**config.mk**
```make
export PLATFORM = sky130hd
export DESIGN_NAME = verinject_injection_sequencer
export DESIGN_NICKNAME = d
export VERILOG_FILES = /design/src/rtl/verinject_injection_sequencer.sv
export SDC_FILE = /design/constraint.sdc
export NUM_CORES = 1
export LEC_CHECK = 0
export BUFFER_PORTS_ARGS = -buffer_cell sky130_fd_sc_hd__buf_2
export CAP_MARGIN = 25
export CORE_UTILIZATION = 51
export DETAILED_ROUTE_END_ITERATION = 12
export HOLD_SLACK_MARGIN = 0.08
export PLACE_DENSITY_LB_ADDON = 0.12
export SYNTH_ARGS = -nofsm -noshare
export SYNTH_HDL_FRONTEND = slang
export SYNTH_SLANG_ARGS = --single-unit
```
**constraint.sdc**
```tcl
create_clock -name clock -period 11 [get_ports clock]
set_input_delay 3.3 -clock clock [delete_from_list [all_inputs] [get_ports clock]]
set_output_delay 3.3 -clock clock [all_outputs]
set_load 0.02 [all_outputs]
```
**src/rtl/verinject_injection_sequencer.sv**
```systemverilog
// Drives the shared injector-state bus from an in-order (cycle, bit) schedule.
// One code per edge: clear request, scheduled fire, or idle.
module verinject_injection_sequencer #(
    parameter int FIFO_DEPTH = 8,
    parameter int CYCLE_W    = 32
) (
    input  logic                        clock,
    input  logic                        reset,
    input  logic                        run,
    input  logic                        sched_valid,
    output logic                        sched_ready,
    input  logic [CYCLE_W-1:0]          sched_cycle,
    input  logic [31:0]                 sched_bit,
    input  logic                        clear_req,
    output logic [CYCLE_W-1:0]          cycle_count,
    output logic [$clog2(FIFO_DEPTH):0] fifo_count,
    output logic [31:0]                 verinject__injector_state,
    output logic                        missed,
    output logic                        bad_entry,
    output logic [15:0]                 inject_count
);
    localparam int AW = $clog2(FIFO_DEPTH);
    localparam logic [31:0]        CODE_IDLE  = 32'hFFFF_FFFF;
    localparam logic [31:0]        CODE_CLEAR = 32'hFFFF_FFFE;
    localparam logic [AW:0]        CNT_ONE    = 1;
    localparam logic [AW-1:0]      PTR_ONE    = 1;
    localparam logic [CYCLE_W-1:0] CYC_ONE    = 1;

    logic [CYCLE_W-1:0] mem_cycle [FIFO_DEPTH];
    logic [31:0]        mem_bit   [FIFO_DEPTH];
    logic [AW-1:0]      wr_ptr;
    logic [AW-1:0]      rd_ptr;
    logic [AW:0]        count_next;
    logic [31:0]        state_next;
    logic [CYCLE_W-1:0] head_cycle;
    logic [31:0]        head_bit;
    logic               push;
    logic               store;
    logic               not_empty;
    logic               fire;
    logic               stale;
    logic               pop;

    // Count never exceeds FIFO_DEPTH (a power of two), so the top bit means full.
    assign sched_ready = ~fifo_count[AW];
    assign push        = sched_valid && sched_ready;
    assign store       = push && (sched_bit < CODE_CLEAR);
    assign not_empty   = (fifo_count != '0);
    assign head_cycle  = mem_cycle[rd_ptr];
    assign head_bit    = mem_bit[rd_ptr];

    // A clear request blocks any pop that edge; the blocked head goes stale next edge.
    assign fire  = !clear_req && run && not_empty && (head_cycle == cycle_count);
    assign stale = !clear_req && run && not_empty && (head_cycle <  cycle_count);
    assign pop   = fire || stale;

    always_comb begin
        count_next = fifo_count;
        if (store && !pop) begin
            count_next = fifo_count + CNT_ONE;
        end else if (!store && pop) begin
            count_next = fifo_count - CNT_ONE;
        end
    end

    always_comb begin
        state_next = CODE_IDLE;
        if (clear_req) begin
            state_next = CODE_CLEAR;
        end else if (fire) begin
            state_next = head_bit;
        end
    end

    always_ff @(posedge clock) begin
        if (store) begin
            mem_cycle[wr_ptr] <= sched_cycle;
            mem_bit[wr_ptr]   <= sched_bit;
        end
    end

    always_ff @(posedge clock or posedge reset) begin
        if (reset) begin
            cycle_count               <= '0;
            fifo_count                <= '0;
            wr_ptr                    <= '0;
            rd_ptr                    <= '0;
            verinject__injector_state <= CODE_IDLE;
            missed                    <= 1'b0;
            bad_entry                 <= 1'b0;
            inject_count              <= '0;
        end else begin
            fifo_count                <= count_next;
            verinject__injector_state <= state_next;
            if (run) begin
                cycle_count <= cycle_count + CYC_ONE;
            end
            if (store) begin
                wr_ptr <= wr_ptr + PTR_ONE;
            end
            if (pop) begin
                rd_ptr <= rd_ptr + PTR_ONE;
            end
            if (push && !store) begin
                bad_entry <= 1'b1;
            end
            if (stale) begin
                missed <= 1'b1;
            end
            if (fire && (inject_count != 16'hFFFF)) begin
                inject_count <= inject_count + 16'd1;
            end
        end
    end
endmodule

```
# ---- Yosys cells after proc, flatten, opt, wreduce, memory -nomap -nowiden
# Memories as Yosys holds them, arrays and structs flattened.
# Index checks and enable logic that the tools add are counted.
dict set report op_classes {
  addsub 6
  n_bitwise 1
  n_lt_le_gt_ge 2
  mux 6
  reduce_logical 16
  eq_ne 2
}
# cell n
set ops {}
lappend ops {{$mux 32} 2}
lappend ops {{$add 32x1->32 const B} 1}
lappend ops {{$eq 32x32->1} 1}
lappend ops {{$lt 32x32->1} 1}
lappend ops {{$lt 32x32->1 const B} 1}
lappend ops {{$add 16x1->16 const B} 1}
lappend ops {{$ne 16x16->1 const B} 1}
lappend ops {{$logic_and 1x1->1} 10}
lappend ops {{$mux 4} 2}
lappend ops {{$add 3x1->3 const B} 2}
lappend ops {{$add 4x1->4 const B} 1}
lappend ops {{$reduce_bool 4->1} 1}
lappend ops {{$sub 4x1->4 const B} 1}
lappend ops {{$logic_not 1->1} 3}
lappend ops {{$mux 1} 2}
lappend ops {{$reduce_bool 2->1} 1}
lappend ops {{$logic_or 1x1->1} 1}
lappend ops {{$not 1->1} 1}
dict set report word_totals {
  in_bits 69
  out_inout_bits 87
  word_cells 43
  regBits 92
  mem_count 2
  ramBits 512
}
# name depth word_bits rd rd_ports_with_merged_regs write_ports line
set mem_list {}
lappend mem_list {mem_bit 8 32 1 0 1 30} ;# logic [31:0] mem_bit [FIFO_DEPTH];
lappend mem_list {mem_cycle 8 32 1 0 1 29} ;# logic [CYCLE_W-1:0] mem_cycle [FIFO_DEPTH];

# ---- Depth between registers and ports, before layout
dict set report depth {
  word_depth 8
  ltp_mapped 19
  depth_no_buf 17
}

# ---- Worst setup path before layout
# No wires, ideal clock.
dict set report synth_timing {
  path_kind {in2reg}
  startpoint {input sched_bit[15]}
  endpoint {memory mem_bit[0][0] (enable)}
  setup_time_ns 0.578
  arrival_ns 8.756
  t_required_ns 10.422
  path_stages 7
  n_path_buf 1
  path_slack_ns 1.666
  cell_sequence {nand4_1 > nor4_1 > nand2_1 > and3_1 > clkbuf_1 > nor2b_1 > nor3b_1}
}
dict set report synth_between {
  elab_chain_cells 4
}
# item line
set synth_rtl {}
lappend synth_rtl {{start: declaration} 13} ;# input logic [31:0] sched_bit,
lappend synth_rtl {{$lt 32x32->1} 47} ;# assign store = push && (sched_bit < CODE_CLEAR);
lappend synth_rtl {{$logic_and 1x1->1} 47}
lappend synth_rtl {{via store} 38} ;# logic store;
lappend synth_rtl {{$mux 1} 76} ;# if (store) begin
lappend synth_rtl {{$mux 1 (not written as such)} 78} ;# mem_bit[wr_ptr] <= sched_bit;
lappend synth_rtl {{end: declaration} 30}
# The timed path passes the listed nets, and every way through them passes these cells.

# ---- Worst setup path after layout
dict set report layout_timing {
  startpoint {register rd_ptr[1]}
  endpoint {register fifo_count[3]}
}
dict set report layout_between {
  elab_chain_cells 7
  word_cells_on_any_way 11
  classes_between {order compare: 1; eq/ne: 1; mux: 1; reduce/logical: 7; memory: 1}
}
# item line
set layout_rtl {}
lappend layout_rtl {{start: declaration} 32} ;# logic [AW-1:0] rd_ptr;
lappend layout_rtl {{start signal: assignment} 102} ;# rd_ptr <= rd_ptr + PTR_ONE;
lappend layout_rtl {{$mem_v2 8x32 *} n/a}
lappend layout_rtl {{$lt 32x32->1 or $eq 32x32->1 (tied branches)} {54, 53}}
lappend layout_rtl {{$logic_and 1x1->1, on equally long branches} {54, 53}}
lappend layout_rtl {{$logic_or 1x1->1 *} 55} ;# assign pop = fire || stale;
lappend layout_rtl {{$logic_not 1->1} 59} ;# if (store && !pop) begin
lappend layout_rtl {{$logic_and 1x1->1} 59}
lappend layout_rtl {{$mux 4 or $reduce_bool 2->1 (tied branches)} n/a}
lappend layout_rtl {{end signal: assignment} 93} ;# fifo_count <= count_next;
lappend layout_rtl {{end: declaration} 16} ;# output logic [$clog2(FIFO_DEPTH):0] fifo_count,
# Every way passes the cells marked *; elsewhere a longest branch is shown, timed or not.
# A chain may end at the register's enable or synchronous reset.

==> flow_metrics.tcl <==
set metrics [dict create \
    hold_buffers 0 \
    fp.coreArea_mm2 0.0457 \
    initial_core_util_pct 52.1 \
    final_core_util_pct 60.0 \
    cts_root_buf "clkbuf_16" \
    synth_mux_area_share_pct 15.2 \
    clock_skew_ps 31.8 \
    busiest_layer "met2" \
    dp_hpwl_um 28000 \
    pin_count 156 \
    netlist_area_mm2 0.0238 \
    gr-usage-met3_pct 3.86 \
    cts_resized 0 \
    area_growth_pct 15.2 \
    grt_pass1_vias 12144 \
    path_clk_slew_ps 60 \
    cts-htree-levels 2 \
    worstHoldPathCells 1 \
    yosysWarnings 0 \
    ys_seq_area_share_pct 74.5 \
    yosysUniqueCellTypes 51 \
    critPathCaptureType "flip-flop" \
    antenna_found_initial 7 \
    synth_compound_area_share_pct 1.21 \
    ys_seq_elements 604 \
    rsz0062_at_grt "false" \
    synth_commonest_cells "edfxtp_1 (512), mux4_2 (128), dfrtp_1 (60), nand2_1 (55), inv_1 (40)" \
    crit_fanout 67 \
    die_x_um 218 \
    clk_latency_ps 620 \
    drv_slew 0 \
    rows 78 \
    gp_congestion 0.769 \
    port_buffers 155 \
    synth_edf_count 512 \
    grt_max_degree 68 \
    met2_usage_pct 33.6 \
    synth_fp_nets 1292 \
    grt_pass1_wl_um 74100 \
    postPlaceCellArea_mm2 0.0254 \
    fmax_mhz 165 \
    synth_xor_area_share_pct 1.91 \
    drtIter0Drc 869 \
    synth_cells 1183 \
    synth_top_family_by_area "multiplexers" \
    worstMarginPinSlew_ps 1040 \
    gr-total-overflow 0 \
    clock_sink_count 604 \
    instances_no_fill 2034 \
    track_usage_pct 21.2 \
    dr_total_vias 11653 \
    status "finished, final reports clean" \
    vias_per_cell 5.73 \
    min_period_over_period_pct 55.1 \
    nets 1489 \
    drt_pass1_iterations 4 \
    cp.required_ps 11490 \
    ant_nets 0 \
    period_minus_slack_ps 6060 \
    design_area_mm2 0.0274 \
    max-clock-path-buffers 3 \
    cts_buffers 59 \
    worst_ir_drop_vdd_mv 0.138 \
    reg2regPathDepth 18 \
    criticalPathCategory "reg -> reg" \
    cts_tree "yes" \
    cts_setup_buffers 0 \
    powerDensity_mw_per_mm2 239 \
    drive_above_1_share_pct 34.3 \
    final.setup.tns_ps 0 \
    relSlewSlack_pct 30.6 \
    synthArstFlopShare_pct 15.2 \
    leakage_nw 9.42 \
    worst_ep_arrival_time_ps 6550 \
    use_met1_pct 29.9 \
    hold_class "reg -> reg" \
    placedCellCount 1917 \
    yosysMostFrequentCell "edfxtp_1" \
    die_area_mm2 0.0475 \
    drc 0 \
    die_h_um 218 \
    wl_per_cell_um 23.9 \
    synthTopCellsByArea "edfxtp_1 (65%), mux4_2 (12%), dfrtp_1 (6.3%), dfstp_2 (3.5%), ha_1 (2.1%)" \
    setup_violations 0 \
    drt-total-wl_um 48600 \
    yosys.area.top_type_share_pct 64.6 \
    yosys.area_share.simple_pct 3.66 \
    start_kind "flip-flop" \
    syn_area_per_cell_um2 20.1 \
    synth_flop_cell "edfxtp_1" \
    cap_violations 0 \
    synthAdderAreaFrac_pct 2.14 \
    hold_viol_final 0 \
    yosysTopAreaCell "edfxtp_1" \
]
final timing paths:
| kind | startpoint | end | slack [ps] |
|---|---|---|---|
| min in group asynchronous | reset | cycle_count[29] | 2770 |
| setup reg to reg | rd_ptr[1] | fifo_count[3] | 4940 |
| hold reg to reg | missed | missed | 510 |
| hold / removal | missed | missed | 510 |
| max in group asynchronous | reset | rd_ptr[0] | 7010 |
| setup / recovery | rd_ptr[1] | fifo_count[3] | 4940 |
metrics by stage:
step | power [mW] | setup WS [ps] | hold slack [ps]
global placement | 4.53 | 4600 | 496
detailed placement | 4.57 | 4580 | 491
CTS | 6.60 | 4570 | 504
finish | 6.54 | 4940 | 507
global route | 6.84 | 4600 | 537
floorplan | 4.11 | 1670 | 489
layer usage:
layer | vias up | routed length (µm)
li1 | 5154 | -
met4 | 8 | 1150
met3 | 78 | 2440
met2 | 290 | 23300
met5 | - | 48
met1 | 6123 | 21600
critical path, cell delays in order (launching register included):
cell and delay (ps):
dfrtp_4 1100, buf_4 870, mux4_2 420, mux2_2 300, ha_1 280, nand4_1 140, nor4_1 430, and3_2 260
buf_4 510, o21bai_4 270, inv_1 60, ha_1 200, inv_1 110, ha_1 240, a21o_1 170, a21oi_1 160
xnor2_1 140, nor2_1 70, xnor2_1 120
layout by cell type, fill, tap and decap left out, types with 11 or more instances in the layout:
cell and n:
edfxtp_1 512, buf_2 155, mux4_2 128, clkbuf_16 60, dfrtp_1 57, nand2_1 55, inv_1 39, ha_1 39
xnor2_1 38, mux2_2 35, mux2i_1 33, dfstp_2 32, nand4_1 28, nor2_1 23, nand3_1 21, buf_4 20
clkinv_2 15, xor2_1 14, a21oi_1 13, clkbuf_1 13, nor3_1 11
where the power goes:
part,internal [mW],leakage (nW),total [mW],switching (mW)
Combinational,0.823,2.74,1.63,0.805
Sequential,2.71,5.71,2.88,0.168
Clock,1.19,0.971,2.03,0.842
registers in the layout (all words and copies together), names as in the netlist:
| register | flops |
|---|---|
| mem_cycle | 256 |
| bad_entry | 1 |
| fifo_count | 4 |
| wr_ptr | 3 |
| rd_ptr | 3 |
| missed | 1 |
| inject_count | 16 |
| mem_bit | 256 |
| cycle_count | 32 |
| verinject__injector_state | 32 |
cell type report:
type	instances	area, µm²
Fill cell	3356	18300
Sequential cell	604	17700
Multi-Input combinational cell	497	5780
Clock buffer	80	1650
Timing Repair Buffer	178	1010
Tap cell	600	751
Clock inverter	32	334
Inverter	40	153
Antenna cell	3	7.51
cell families (layout without fill, tap and decap cells):
family	Yosys count	after routing
mux	197	197
buf+inv	82	330
other cells	0	3
fa+ha+maj	40	40
flops	604	604
compound gates	38	38
simple gates	170	170
xor+xnor	52	52
Note: power is estimated with default switching activity, not from simulation.
